`src/rtl/wb_merge.sv`:
```
// rtl/wb_merge.sv - writeback merge of two in-order lanes and a queued long-latency stream; optional WB_TRACE_EN debug outputs
module wb_merge #(
    parameter int LQ_DEPTH = 2,
    parameter int LQ_PTR_W = 1
) (
    input  logic                clk,
    input  logic                rst,
    input  logic                mem1_valid,
    input  logic                mem1_we,
    input  logic [4:0]          mem1_waddr,
    input  logic [31:0]         mem1_wdata,
    input  logic                mem2_valid,
    input  logic                mem2_we,
    input  logic [4:0]          mem2_waddr,
    input  logic [31:0]         mem2_wdata,
    input  logic                long_valid,
    input  logic [4:0]          long_waddr,
    input  logic [31:0]         long_wdata,
    output logic                long_ready,
    output logic                we_1,
    output logic [4:0]          waddr_1,
    output logic [31:0]         wdata_1,
    output logic                we_2,
    output logic [4:0]          waddr_2,
    output logic [31:0]         wdata_2,
    output logic [LQ_PTR_W:0]   lq_count
`ifdef WB_TRACE_EN
    ,
    output logic [31:0]         debug_wb_cnt,
    output logic [1:0]          debug_wb_rf_wen,
    output logic                debug_lq_ovf_seen
`endif
);

    logic [4:0]          r_lq_addr [LQ_DEPTH];
    logic [31:0]         r_lq_data [LQ_DEPTH];
    logic [LQ_PTR_W-1:0] r_head;
    logic [LQ_PTR_W-1:0] r_tail;
    logic [LQ_PTR_W:0]   r_count;
    logic                r_long_ready;

    logic                w_req1, w_req2, w_hs, w_in_live, w_bypass, w_enq;
    logic                w_p1_long, w_idx2;
    logic [1:0]          w_nfree, w_nq, w_deq;
    logic                w_p1_we, w_p2_we;
    logic [4:0]          w_p1_addr, w_p2_addr;
    logic [31:0]         w_p1_data, w_p2_data;
    logic [LQ_PTR_W:0]   w_count_next;
    logic [LQ_PTR_W-1:0] w_head1, w_head_idx2;

    assign long_ready = r_long_ready;
    assign lq_count   = r_count;
    assign w_head1    = r_head + LQ_PTR_W'(1);
    assign w_head_idx2 = r_head + LQ_PTR_W'(w_idx2);

    // Lane requests, WAW squash, long candidate selection and queue bookkeeping
    always_comb begin
        w_req2    = mem2_valid & mem2_we & (mem2_waddr != 5'd0);
        w_req1    = mem1_valid & mem1_we & (mem1_waddr != 5'd0)
                    & ~(w_req2 & (mem1_waddr == mem2_waddr));
        w_hs      = long_valid & r_long_ready;
        w_in_live = w_hs & (long_waddr != 5'd0);
        w_nfree   = {1'b0, ~w_req1} + {1'b0, ~w_req2};
        w_nq      = (r_count >= (LQ_PTR_W+1)'(2)) ? 2'd2 : r_count[1:0];
        w_deq     = (w_nq < w_nfree) ? w_nq : w_nfree;
        // The incoming word may only skip the queue once every queued entry leaves now
        w_bypass  = w_in_live & ((LQ_PTR_W+1)'(w_nfree) > r_count);
        w_enq     = w_in_live & ~w_bypass;
        w_p1_long = ~w_req1 & ((w_nq != 2'd0) | w_bypass);
        w_idx2    = w_p1_long;

        w_p1_we   = 1'b0;
        w_p1_addr = waddr_1;
        w_p1_data = wdata_1;
        if (w_req1) begin
            w_p1_we   = 1'b1;
            w_p1_addr = mem1_waddr;
            w_p1_data = mem1_wdata;
        end else if (w_nq != 2'd0) begin
            w_p1_we   = 1'b1;
            w_p1_addr = r_lq_addr[r_head];
            w_p1_data = r_lq_data[r_head];
        end else if (w_bypass) begin
            w_p1_we   = 1'b1;
            w_p1_addr = long_waddr;
            w_p1_data = long_wdata;
        end

        w_p2_we   = 1'b0;
        w_p2_addr = waddr_2;
        w_p2_data = wdata_2;
        if (w_req2) begin
            w_p2_we   = 1'b1;
            w_p2_addr = mem2_waddr;
            w_p2_data = mem2_wdata;
        end else if ({1'b0, w_idx2} < w_nq) begin
            w_p2_we   = 1'b1;
            w_p2_addr = r_lq_addr[w_head_idx2];
            w_p2_data = r_lq_data[w_head_idx2];
        end else if (w_bypass && ({1'b0, w_idx2} == w_nq)) begin
            w_p2_we   = 1'b1;
            w_p2_addr = long_waddr;
            w_p2_data = long_wdata;
        end

        w_count_next = r_count + (LQ_PTR_W+1)'(w_enq) - (LQ_PTR_W+1)'(w_deq);
    end

    // Queue storage, pointers, occupancy and registered ready
    always_ff @(posedge clk or negedge rst) begin
        if (!rst) begin
            for (int i = 0; i < LQ_DEPTH; i++) begin
                r_lq_addr[i] <= 5'd0;
                r_lq_data[i] <= 32'd0;
            end
            r_head       <= '0;
            r_tail       <= '0;
            r_count      <= '0;
            r_long_ready <= 1'b1;
        end else begin
            if (w_enq) begin
                r_lq_addr[r_tail] <= long_waddr;
                r_lq_data[r_tail] <= long_wdata;
            end
            r_tail       <= r_tail + LQ_PTR_W'(w_enq);
            r_head       <= r_head + LQ_PTR_W'(w_deq);
            r_count      <= w_count_next;
            r_long_ready <= (w_count_next < (LQ_PTR_W+1)'(LQ_DEPTH));
        end
    end

    // Registered write ports; address/data hold while a port is idle
    always_ff @(posedge clk or negedge rst) begin
        if (!rst) begin
            we_1    <= 1'b0;
            waddr_1 <= 5'd0;
            wdata_1 <= 32'd0;
            we_2    <= 1'b0;
            waddr_2 <= 5'd0;
            wdata_2 <= 32'd0;
        end else begin
            we_1    <= w_p1_we;
            waddr_1 <= w_p1_addr;
            wdata_1 <= w_p1_data;
            we_2    <= w_p2_we;
            waddr_2 <= w_p2_addr;
            wdata_2 <= w_p2_data;
        end
    end

`ifdef WB_TRACE_EN
    logic [3:0]  r_stall_cnt;
    logic [31:0] r_wb_cnt;
    logic        r_ovf_seen;

    assign debug_wb_cnt      = r_wb_cnt;
    assign debug_wb_rf_wen   = {we_2, we_1};
    assign debug_lq_ovf_seen = r_ovf_seen;

    // Write counter and sticky detector for a long producer stalled 16+ cycles
    always_ff @(posedge clk or negedge rst) begin
        if (!rst) begin
            r_wb_cnt    <= 32'd0;
            r_stall_cnt <= 4'd0;
            r_ovf_seen  <= 1'b0;
        end else begin
            r_wb_cnt <= r_wb_cnt + 32'(we_1) + 32'(we_2);
            if (long_valid && !r_long_ready) begin
                if (r_stall_cnt == 4'd15) begin
                    r_ovf_seen <= 1'b1;
                end else begin
                    r_stall_cnt <= r_stall_cnt + 4'd1;
                end
            end else begin
                r_stall_cnt <= 4'd0;
            end
        end
    end
`endif

endmodule

```
`config.mk`:
```
export PLATFORM = sky130hd
export DESIGN_NAME = wb_merge
export DESIGN_NICKNAME = d
export VERILOG_FILES = /design/src/rtl/wb_merge.sv
export SDC_FILE = /design/constraint.sdc
export NUM_CORES = 1
export LEC_CHECK = 0
export ABC_AREA = 1
export CELL_PAD_IN_SITES_DETAIL_PLACEMENT = 1
export CELL_PAD_IN_SITES_GLOBAL_PLACEMENT = 2
export CORE_MARGIN = 2
export CORE_UTILIZATION = 30
export CTS_CLUSTER_SIZE = 14
export DETAILED_ROUTE_END_ITERATION = 12
export PLACE_DENSITY_LB_ADDON = 0.1
export SYNTH_ARGS = -nofsm -noshare
export SYNTH_HDL_FRONTEND = slang
export SYNTH_SLANG_ARGS = --single-unit
```
`constraint.sdc`:
```
create_clock -name clk -period 4.6 [get_ports clk]
set_clock_uncertainty 0.15 [all_clocks]
set_input_delay 0.69 -clock clk [delete_from_list [all_inputs] [get_ports clk]]
set_output_delay 0.69 -clock clk [all_outputs]
set_load 0.02 [all_outputs]
```
* Word level (Yosys, flattened, before mapping)
Index checks and enable logic that the tools add are counted.
** Cells by class
- Add/sub/neg operators :: 6
- Equal/unequal tests :: 2
- Muxes and demuxes :: 38
- Order comparisons :: 9
- Reduce and logical (&&, ||, !) cells :: 8
- Bitwise gates (word level) :: 19
** Operator list (count)
- $mux W32 :: 13
- $mux W5 :: 13
- $bwmux W64 :: 1
- $demux W32 S1 :: 1
- $reduce_bool A5 Y1 :: 3
- $and A1 B1 Y1 :: 11
- $bwmux W10 :: 1
- $ge A2 B2 Y1 const B :: 4
- $mux W1 :: 6
- $not A1 Y2 :: 3
- $reduce_bool A3 Y1 :: 2
- $demux W5 S1 :: 1
- $eq A5 B5 Y1 :: 1
- $mux W2 :: 2
- $not A1 Y1 :: 4
- $add A1 B1 Y1 :: 3
- $add A1 B1 Y2 :: 1
- $add A2 B1 Y2 :: 1
- $eq A1 B2 Y1 :: 1
- $gt A2 B2 Y1 :: 1
- $logic_and A1 B1 Y1 :: 2
- $lt A1 B2 Y1 :: 1
- $lt A2 B1 Y1 const B :: 1
- $lt A2 B2 Y1 :: 1
- other kinds (4) :: 4
** Storage, ports and cells
- Input port bits :: 118
- Output and inout bits :: 79
- Flip-flop bits (word level) :: 155

* Depth between registers and ports, before layout
Gate-level depths: netlist (run 1).
- Word-level depth :: 18
- Mapped depth :: 27
- Depth with buffers taken out :: 24

* Least setup slack after synthesis (run 1)
No wires, ideal clock.
- Path type :: input port to flip-flop
- From :: in mem2_waddr[2]
- To :: reg waddr_2[0]
- Slack :: 0.705 ns
- Buffers on the path :: 3
- Required time :: 4.334 ns
- Arrival :: 3.629 ns
- Library setup time :: 0.116 ns
- Stages on the path :: 24
- Path through :: nor2_1 -> nand4_1 -> nand2_4 -> inv_4 -> nand2_4 -> nand2_4 -> inv_4 -> nand2_1 -> nand2_1 -> ha_1 -> a21oi_1 -> nand2_1 -> nand2_2 -> nand2_4 -> buf_2 -> buf_4 -> ha_1 -> nor2_2 -> nand3_1 -> inv_2 -> buf_2 -> nor2_1 -> nand2_1 -> nand2_1
** Between the ends
- Word-level cells in the longest chain between the ends :: 18
** Ends and longest elaborated chain
- start, declared :: RTL line 14 : input logic [4:0] mem2_waddr,
- $reduce_bool A5 Y1 :: RTL line 58 : w_req2 = mem2_valid & mem2_we & (mem2_waddr != 5'd0);
- $and A1 B1 Y1 :: RTL line 58
- $and A1 B1 Y1 :: RTL line 60 : & ~(w_req2 & (mem1_waddr == mem2_waddr));
- $not A1 Y1 :: RTL line 60
- $and A1 B1 Y1 :: RTL line 60
- $not A1 Y1 :: RTL line 63, 69
- $add A1 B1 Y2 :: RTL line 63 : w_nfree = {1'b0, ~w_req1} + {1'b0, ~w_req2};
- $gt A2 B2 Y1 :: RTL line 67 : w_bypass = w_in_live & ((LQ_PTR_W+1)'(w_nfree) > r_count);
- $and A1 B1 Y1 :: RTL line 67
- $or A1 B1 Y1 :: RTL line 69 : w_p1_long = ~w_req1 & ((w_nq != 2'd0) | w_bypass);
- $and A1 B1 Y1 :: RTL line 69
- $add A1 B1 Y1 :: RTL line 54 : assign w_head_idx2 = r_head + LQ_PTR_W'(w_idx2);
- $not A1 Y2 (not written as such) :: RTL line 98 : w_p2_addr = r_lq_addr[w_head_idx2];
- $mux W5 (not written as such) (3 in series) :: RTL line 98
- $mux W5 :: RTL line 96 : end else if ({1'b0, w_idx2} < w_nq) begin
- $mux W5 :: RTL line 92 : if (w_req2) begin
- end signal, assigned :: RTL line 146 : waddr_2 <= w_p2_addr;
- end, declared :: RTL line 24 : output logic [4:0] waddr_2,
Parallel ways exist; a longest one is shown, timed or not. The select of a mux whose other input is x is not followed.
A chain may end at the register's enable or synchronous reset.

* Final worst setup path (run 1)
- From :: in mem2_waddr[2]
- To :: reg wdata_2[24]
** Between the ends
- Word-level cells in the longest chain between the ends :: 18
** Ends and longest elaborated chain
- $reduce_bool A5 Y1 :: RTL line 58
- $and A1 B1 Y1 :: RTL line 58
- $and A1 B1 Y1 :: RTL line 60
- $not A1 Y1 :: RTL line 60
- $and A1 B1 Y1 :: RTL line 60
- $not A1 Y1 :: RTL line 63, 69
- $add A1 B1 Y2 :: RTL line 63
- $gt A2 B2 Y1 :: RTL line 67
- $and A1 B1 Y1 :: RTL line 67
- $or A1 B1 Y1 :: RTL line 69
- $and A1 B1 Y1 :: RTL line 69
- $add A1 B1 Y1 :: RTL line 54
- $not A1 Y2 (not written as such) :: RTL line 99 : w_p2_data = r_lq_data[w_head_idx2];
- $mux W32 (not written as such) (3 in series) :: RTL line 99
- $mux W32 :: RTL line 96
- $mux W32 :: RTL line 92
- end signal, assigned :: RTL line 147 : wdata_2 <= w_p2_data;
- end, declared :: RTL line 25 : output logic [31:0] wdata_2,
Parallel ways exist; a longest one is shown, timed or not. The select of a mux whose other input is x is not followed.

==> results of run 1 <==
-- sequential cells by signal, indices dropped and copies added, names as in the netlist --
register,cells
r_tail,1
r_lq_addr,10
lq_count,2
r_head,1
wdata_2,32
r_lq_data,64
long_ready,1
waddr_1,5
we_2,1
waddr_2,5
wdata_1,32
we_1,1
-- Yosys cell counts, types with 4 or more instances --
cell,instances,area share
dfrtp_1,154,0.47
o311ai_0,14,0.015
ha_1,9,0.014
nand2_4,6,0.0082
o311ai_2,10,0.020
a21oi_1,29,0.018
clkbuf_1,36,0.016
mux2_2,22,0.030
inv_2,4,0.0018
nand3_1,74,0.045
nand2_1,293,0.13
buf_6,6,0.0082
nor2_1,101,0.046
a211oi_1,15,0.014
inv_1,76,0.034
o22ai_1,25,0.019
xnor2_1,4,0.0042
o21ai_0,84,0.051
o211ai_1,13,0.012
buf_2,19,0.011
-- per-stage QoR --
stage / utilization / std cells / cell area (um2) / hold WS, ns
floorplan: - / 1024 / 8290 / 0.244
global placement: 0.392 / 1521 / 10600 / 0.314
detailed placement: 0.392 / 1521 / 10600 / 0.318
CTS: 0.413 / 1553 / 11200 / 0.156
global route: 0.414 / 1554 / 11200 / 0.174
finish: 0.414 / 1554 / 11200 / 0.137
-- cell families after synthesis --
group / count (synthesis) / share of synthesized area
flip-flops: 155 / 0.468
AND/OR/NAND/NOR: 487 / 0.248
AO/OA/AOI/OAI: 195 / 0.152
adder cells (fa/ha/maj): 9 / 0.0136
buffers and inverters: 150 / 0.0818
XOR/XNOR: 6 / 0.00634
multiplexers: 22 / 0.0299
-- worst max-delay path, stage by stage --
cell and delay (ns):
clkdlybuf4s50_1 0.54, nor2_1 0.15, nand4_1 0.13, nand2_4 0.12, inv_4 0.05, nand2_4 0.06
nand2_4 0.05, inv_4 0.04, nand2_1 0.04, nand2_1 0.07, ha_1 0.14, inv_1 0.04
a21oi_1 0.11, a21oi_1 0.09, nand2_1 0.09, nand2_2 0.07, nand2_4 0.08, ha_1 0.15
nor2_2 0.07, nor2_4 0.91, nand3_1 0.20, nand2_1 0.11, nand2_1 0.05
-- path summary, 6_finish.rpt --
| kind | end | slack [ns] | depth (start not counted) |
|---|---|---|---|
| setup / recovery | wdata_2[24]$_DFFE_PN0P_ | 0.70 | 23 |
| hold / removal | wdata_2[26]$_DFFE_PN0P_ | 0.14 | 1 |
| setup reg to reg | wdata_2[24]$_DFFE_PN0P_ | 1.34 | 13 |
| hold reg to reg | waddr_2[4]$_DFFE_PN0P_ | 0.33 | 2 |
| max in group asynchronous | r_lq_data[50]$_DFFE_PN0P_ | 3.21 | 2 |
| min in group clk | waddr_2[4]$_DFFE_PN0P_ | 0.33 | 2 |
-- layout make-up --
cell class                 count  area share
inverter                      83      0.0283
clock buffer                  19      0.0396
tap                          341      0.0382
antenna                        1    0.000224
sequential                   155       0.347
multi-input combinational    719       0.335
timing repair buffer         223       0.199
clock inverter                13      0.0119
-- per-layer routing --
metal / global-route usage / wire (um) / share of wire
met3: 0.0279 / 935 / 0.031
met4: 0.0654 / 575 / 0.019
met5: 0 / 0 / 0
met1: 0.291 / 14300 / 0.47
met2: 0.366 / 14500 / 0.48
-- power by group through the flow --
stage / clock network [mW] / logic [mW] / registers (mW)
after global placement: 0 / 4.51 / 2.59
final: 1.42 / 4.50 / 2.59
after floorplan: 0 / 2.45 / 2.87
after global routing: 1.51 / 5.01 / 2.69
after detailed placement: 0 / 4.57 / 2.61
after CTS: 1.46 / 4.59 / 2.60
==> flow_summary.toml, run 1 <==
[outcome]
status = "completed"

[logic_synthesis]
async_reset_ff_frac = 1.00
synth.net_count = 1151
synth_cell_types = 36
synth.avg_cell_area_um2 = 8.09
yosys_most_used_dff = "dfrtp_1"
syn_inst = 1024
ys_ff_latch = 155
syn_area_um2 = 8290
ys.warnings.count = 0
synth_edf_count = 0
yosysSeqAreaShare = 0.468

[final_layout]
final-seq-area_um2 = 3880
multi_input_area_um2 = 3740
finish.net_count = 1326
layout_common_cells = "293 x nand2_1, 195 x clkdlybuf4s50_1, 153 x dfrtp_1"
synthToLayoutAreaGrowth_pct = 34.9
final_common_cell = "nand2_1"
drive_above_1_share = 0.0982
fillCellCount = 3179

[detailed_routing]
routed_wl_um = 30300
ant_nets = 0
routedWlPerCell_um = 19.5
vias = 7845
first_iter_violations = 314
routed_via_density = 5.05
dr.pass1.iters = 4
post-route-drc-count = 0

[sta]
tightest_slew_ns = 1.15
setup_slack_ns = 0.702
period_needed_ns = 3.90
setup_viol_count_final = 0
hold_violations = 0
rsz0062_at_grt = "false"
period_share = 0.847
final.setup.tns_ns = 0
finalMaxSlewViolations = 0
fmax_mhz = 257
max_slew_margin = 0.229

[place]
dpl.hpwl_um = 20500
globalplace.congestion = 0.777
portBuffers = 196
dp_slack_ns = 0.178

[pwr]
cellLeakagePower_nw = 4.83
p_per_area_nw_per_um2 = 761
swShare = 0.451
peakVddDrop_mv = 0.319
switchingPower_mw = 3.83
power_frac_comb = 0.529
total_power_mw = 8.50
seqPwrFrac = 0.304
p_int_mw = 4.67
clkPwrFrac = 0.167

[die]
die_h_um = 170
dieArea_um2 = 29000
die_w_um = 170
io_pins = 197
start_util = 0.307
core-area_um2 = 27000
num_rows = 60

[critical_path]
worstPathArrival_ns = 4.08
crit_type = "input port to register"
crit_start = "mem2_waddr[2]"
crit_required_ns = 4.78
r2r_start = "lq_count[1]$_DFF_PN0_"
critPathLaunchType = "input port"
end_kind = "register"
cp_max_fo = 37

[grt]
grt_start_max_net_pins = 72
grt_overflow = 0
antenna_found_initial = 1
grt_usage = 0.217
grt_pass1_vias = 8382
grt_pass1_wl_um = 48000

[cts]
cts_buffers = 17
h-tree-depth = 4
cts_root_buf = "clkbuf_16"
postCtsSetupRepairBufs = 0
clk-insertion-delay-late_ns = 0.43
clk_path_buf_depth = 2
ctsHoldBuffers = 0
cts_tree = "built"
cts.sinks = 155
cts_resized = 0
clkSlewWorstSetupHoldPaths_ns = 0.07

[flow_run]
cap_violations = 0

[min_path]
hp-class = "input port to asynchronous set/reset pin"
Note: power is estimated with default switching activity, not from simulation.
==> run 2, diff against run 1 <==
--- a/config.mk
+++ b/config.mk
@@ -9,7 +9,7 @@
 export CELL_PAD_IN_SITES_DETAIL_PLACEMENT = 1
 export CELL_PAD_IN_SITES_GLOBAL_PLACEMENT = 2
 export CORE_MARGIN = 2
-export CORE_UTILIZATION = 30
+export CORE_UTILIZATION = 29
 export CTS_CLUSTER_SIZE = 14
 export DETAILED_ROUTE_END_ITERATION = 12
 export PLACE_DENSITY_LB_ADDON = 0.1
==> constraint.sdc (replaced) <==
create_clock -name clk -period 3.6 [get_ports clk]
set_clock_uncertainty 0.15 [all_clocks]
set_input_delay 0.54 -clock clk [delete_from_list [all_inputs] [get_ports clk]]
set_output_delay 0.54 -clock clk [all_outputs]
set_load 0.02 [all_outputs]
==> run 2 against run 1 <==
  * First-iteration DRC count rose by 26%
  * Sequential share of layout area fell by 1.1 points
  * Non-clock buffer count rose by 25
  * Total power rose by 32%
  * Worst hold slack improved by 0.19 ns
  * Die area rose by 3.4%
  * Combinational power rose by 37%
  * Critical endpoint is now waddr_2[1]$_DFFE_PN0P_
  * Largest cell class unchanged
  * Highest routed layer unchanged
==> flow_summary.toml, run 2 (synthesis gave the netlist of run 1 again) <==
[die]
dieArea_um2 = 29900
io_pins = 197
num_rows = 61
start_util = 0.297
core-area_um2 = 27900
die_h_um = 173
die_w_um = 173

[cts]
postCtsSetupRepairBufs = 0
clk-insertion-delay-late_ns = 0.44
clkSlewWorstSetupHoldPaths_ns = 0.06
cts_buffers = 17
cts.sinks = 155
cts_tree = "built"
clk_path_buf_depth = 2
cts_root_buf = "clkbuf_16"
h-tree-depth = 4

[detailed_routing]
post-route-drc-count = 0
routedWlPerCell_um = 19.3
routed_via_density = 4.82
dr.pass1.iters = 4
first_iter_violations = 396
routed_wl_um = 31200
ant_nets = 0
vias = 7797

[critical_path]
r2r_slack_ns = 1.02
critPathLaunchType = "input port"
crit_required_ns = 3.81
path_common_cell = "nand2_1"
cpPeakStageDelay_ns = 0.56
critical-path-slowest-cell = "clkdlybuf4s50_1"
reg2reg_depth = 12
r2r_start = "lq_count[0]$_DFF_PN0_"
end_kind = "register"
worstPathArrival_ns = 3.58
critPathBufInv = 3
r2r_end = "waddr_2[1]$_DFFE_PN0P_"
path_delay_family = "simple AND/OR/NAND/NOR gates"
cp_max_fo = 17
crit_type = "input port to register"
cp.depth = 22
cp_cell_sequence = "clkdlybuf4s50_1, nand2_1, nand2_1, nand3_1, nor2_2, nand2_4, nand2_4, inv_4, nand2_1, nand2_1, ha_1, a21oi_2, nand2_1, nand2_4, nand2_4, ha_1, nor2_4, nand2_2, buf_12, o22ai_1, nor2_1, a21oi_1"

[min_path]
hp-start = "wdata_2[4]$_DFFE_PN0P_"
min_path_cells = 2
hold-path-endpoint = "wdata_2[4]$_DFFE_PN0P_"
hp-class = "register to register"

[sta]
max_slew_margin = 0.518
hold_violations = 0
setup_slack_ns = 0.223
finalMaxSlewViolations = 0
period_share = 0.938
rsz0062_at_grt = "false"
period_needed_ns = 3.38
tightest_slew_ns = 0.722
fmax_mhz = 296
setup_viol_count_final = 0
fin_hold_ws_ns = 0.331
final.setup.tns_ns = 0

[place]
dp_slack_ns = -0.212
postPlaceCellArea_um2 = 11000
dpl.hpwl_um = 21200
dp.cells = 1582
globalplace.congestion = 0.776
portBuffers = 196

[final_layout]
layout_common_cells = "292 x nand2_1, 194 x clkdlybuf4s50_1, 153 x dfrtp_1"
top_regs = "r_lq_data: 64 flops, wdata_1: 32 flops, wdata_2: 32 flops"
final_common_cell = "nand2_1"
synthToLayoutAreaGrowth_pct = 39.6
instances_no_fill = 1616
largest_reg_flops = 64
top_register = "r_lq_data"
drive_above_1_share = 0.118
finish.net_count = 1351
final_util = 0.414
stdcell_area_um2 = 11600

[grt]
grt_overflow = 0
grt_usage = 0.215
grt_pass1_vias = 8527
grt_pass1_wl_um = 50300
grt_start_max_net_pins = 61
antenna_found_initial = 1

[outcome]
status = "completed"

[pwr]
cellLeakagePower_nw = 5.03
total_power_mw = 11.3
peakVddDrop_mv = 0.359
p_per_area_nw_per_um2 = 973

[flow_run]
cap_violations = 0
## run 2: cell types whose count changed in the layout (fill, tap and decap cells not counted), moves of 2 or more
| cell | previous run | this run |
|---|---|---|
| buf_12 | 5 | 16 |
| buf_4 | 22 | 35 |
| clkinvlp_4 | 4 | 1 |
| inv_6 | 4 | 6 |
| inv_8 | 1 | 3 |
## run 2: worst max path at each step
stage | startpoint | end | slack, ns
2_1_floorplan | mem2_waddr[2] | waddr_2[0]$_DFFE_PN0P_ | 0.02
3_3_place_gp | mem2_waddr[2] | waddr_2[1]$_DFFE_PN0P_ | -0.18
6_report | mem2_waddr[0] | waddr_2[1]$_DFFE_PN0P_ | 0.22
3_5_place_dp | mem2_waddr[2] | waddr_2[1]$_DFFE_PN0P_ | -0.21
5_1_grt | mem2_waddr[0] | waddr_2[0]$_DFFE_PN0P_ | 0.04
4_1_cts | mem2_waddr[2] | waddr_2[1]$_DFFE_PN0P_ | 0.23
## run 2: report_power, final
group | total, mW | internal (mW) | switching, mW | leakage [nW]
Sequential | 3.30 | 2.67 | 0.631 | 1.85
Clock | 1.80 | 0.934 | 0.862 | 0.276
Combinational | 6.16 | 2.58 | 3.58 | 2.90
## run 2: layer usage
metal / GRT usage / share of wire
met1: 0.285 / 0.46
met3: 0.0330 / 0.029
met4: 0.0540 / 0.013
met5: 0 / 0
met2: 0.367 / 0.50
## run 2: worst reg2reg max path: stages, from the launching register on
cell and delay, ns:
dfrtp_1 0.47, ha_1 0.34, a21oi_2 0.18, nand2_1 0.11, nand2_4 0.08, nand2_4 0.05
ha_1 0.22, nor2_4 0.14, nand2_2 0.11, buf_12 0.20, o22ai_1 0.22, nor2_1 0.08
a21oi_1 0.14
## run 2: area by class of cell
type	count	area, um2
multi-input combinational	719	3770
clock inverter	13	120
inverter	83	317
timing repair buffer	248	2560
fill	3363	16400
antenna	1	2.50
sequential	155	3880
clock buffer	19	443
tap	378	473
## run 2: repair_timing
item	4_1_cts	5_1_grt
endpoints found under the hold margin	56	0
setup endpoints to repair	0	1
gates resized for setup	0	1
hold buffers	1	0
==> run 3, diff against run 2 <==
--- a/config.mk
+++ b/config.mk
@@ -10,6 +10,7 @@
 export CELL_PAD_IN_SITES_GLOBAL_PLACEMENT = 2
 export CORE_MARGIN = 2
 export CORE_UTILIZATION = 29
+export CTS_BUF_LIST = sky130_fd_sc_hd__clkbuf_16
 export CTS_CLUSTER_SIZE = 14
 export DETAILED_ROUTE_END_ITERATION = 12
 export PLACE_DENSITY_LB_ADDON = 0.1
==> run 3 against run 2 <==
  * Combinational power is essentially flat
  * Total power decreased by 0.25%
  * Fmax grew 0.20%
  * Critical path type unchanged
  * Clock-buffer cell count shrank 2
  * Critical endpoint unchanged
  * Clock power barely moved
  * Register-to-register slack hardly changed
  * Critical path depth unchanged
  * Routed wire length about the same
  * Global-route usage is essentially flat
==> flow_summary.toml, run 3 (synthesis gave the netlist of run 1 again) <==
[outcome]
status = "completed"

[place]
dpl.hpwl_um = 21200
portBuffers = 196
dp.cells = 1582
globalplace.congestion = 0.776

[final_layout]
synthToLayoutAreaGrowth_pct = 39.4
final_util = 0.414
drive_above_1_share = 0.117
finish.net_count = 1351
top_register = "r_lq_data"
largest_reg_flops = 64
top_regs = "r_lq_data: 64 flops, wdata_1: 32 flops, wdata_2: 32 flops"
instances_no_fill = 1616
layout_common_cells = "292 x nand2_1, 194 x clkdlybuf4s50_1, 153 x dfrtp_1"
final_common_cell = "nand2_1"

[sta]
final.setup.tns_ns = 0
tightest_slew_ns = 0.715
rsz0062_at_grt = "false"
hold_violations = 0
max_slew_margin = 0.523
setup_viol_count_final = 0
fin_hold_ws_ns = 0.331
period_needed_ns = 3.37
finalMaxSlewViolations = 0
fmax_mhz = 297
period_share = 0.936

[detailed_routing]
routed_via_density = 4.83
dr.pass1.iters = 4
vias = 7812
first_iter_violations = 394
routedWlPerCell_um = 19.3
routed_wl_um = 31200
ant_nets = 0
post-route-drc-count = 0

[pwr]
peakVddDrop_mv = 0.358
p_per_area_nw_per_um2 = 972
cellLeakagePower_nw = 5.03

[cts]
h-tree-depth = 4
cts.sinks = 155
cts_buffers = 17
clkSlewWorstSetupHoldPaths_ns = 0.06
cts_tree = "built"
clk-insertion-delay-late_ns = 0.44
clk_path_buf_depth = 2
cts_root_buf = "clkbuf_16"
postCtsSetupRepairBufs = 0

[die]
num_rows = 61
start_util = 0.297
core-area_um2 = 27900
io_pins = 197
die_w_um = 173
die_h_um = 173
dieArea_um2 = 29900

[critical_path]
critPathLaunchType = "input port"
worstPathArrival_ns = 3.57
cp_max_fo = 17
crit_type = "input port to register"
crit_required_ns = 3.80
end_kind = "register"

[min_path]
hp-class = "register to register"

[grt]
antenna_found_initial = 1
grt_overflow = 0
grt_pass1_wl_um = 50300
grt_pass1_vias = 8527
grt_start_max_net_pins = 61
grt_usage = 0.215

[flow_run]
cap_violations = 0
run 3: timing repair:
action                     4_1_cts  5_1_grt
resized for setup                0        1
hold buffers                     1        0
hold endpoints to repair        56        0
setup endpoints to repair        0        1
run 3: path summary, 6_finish.rpt:
path | from | depth (start not counted) | slack (ns) | end
setup / recovery | mem2_waddr[0] | 22 | 0.23 | waddr_2[1]$_DFFE_PN0P_
hold / removal | wdata_2[4]$_DFFE_PN0P_ | 2 | 0.33 | wdata_2[4]$_DFFE_PN0P_
setup reg to reg | lq_count[0]$_DFF_PN0_ | 12 | 1.03 | waddr_2[1]$_DFFE_PN0P_
hold reg to reg | wdata_2[4]$_DFFE_PN0P_ | 2 | 0.33 | wdata_2[4]$_DFFE_PN0P_
max in group asynchronous | rst | 3 | 1.89 | r_lq_data[37]$_DFFE_PN0P_
min in group asynchronous | rst | 2 | 0.49 | wdata_2[25]$_DFFE_PN0P_
run 3: through the flow:
step	instance area, um2	setup slack, ns	total power [mW]
final	11600	0.230	11.2
after global routing	11600	0.0387	12.1
after CTS	11500	0.233	11.4
after detailed placement	11000	-0.212	9.57
after global placement	11000	-0.185	9.45
after floorplan	8300	0.0189	6.83
run 3: power breakdown:
part / switching, mW / leakage (nW) / total (mW) / internal (mW)
clock: 0.861 / 0.274 / 1.77 / 0.909
sequential: 0.630 / 1.85 / 3.30 / 2.67
combinational: 3.58 / 2.90 / 6.16 / 2.58
total: 5.07 / 5.03 / 11.2 / 6.16
run 3: cell type report:
type                            instances  area (um2)
Inverter                               83         317
Fill cell                            3365       16400
Antenna cell                            1        2.50
Sequential cell                       155        3880
Multi-Input combinational cell        719        3770
Clock inverter                         15         128
Timing Repair Buffer                  248        2560
Tap cell                              378         473
Clock buffer                           17         425
run 3: per-layer routing:
layer	vias up	wire length, um	track usage
met5	-	0	0
met4	0	399	0.0540
met3	20	914	0.0330
met2	141	15500	0.367
li1	3779	-	-
met1	3872	14500	0.285
run 3: worst max-delay path, stage by stage:
cell and delay, ns:
clkdlybuf4s50_1 0.56, nand2_1 0.08, nand2_1 0.06, nand3_1 0.10, nor2_2 0.14, nand2_4 0.06, nand2_4 0.07, inv_4 0.03
nand2_1 0.04, nand2_1 0.06, ha_1 0.28, a21oi_2 0.18, nand2_1 0.11, nand2_4 0.08, nand2_4 0.05, ha_1 0.22
nor2_4 0.14, nand2_2 0.11, buf_12 0.20, o22ai_1 0.21, nor2_1 0.08, a21oi_1 0.14
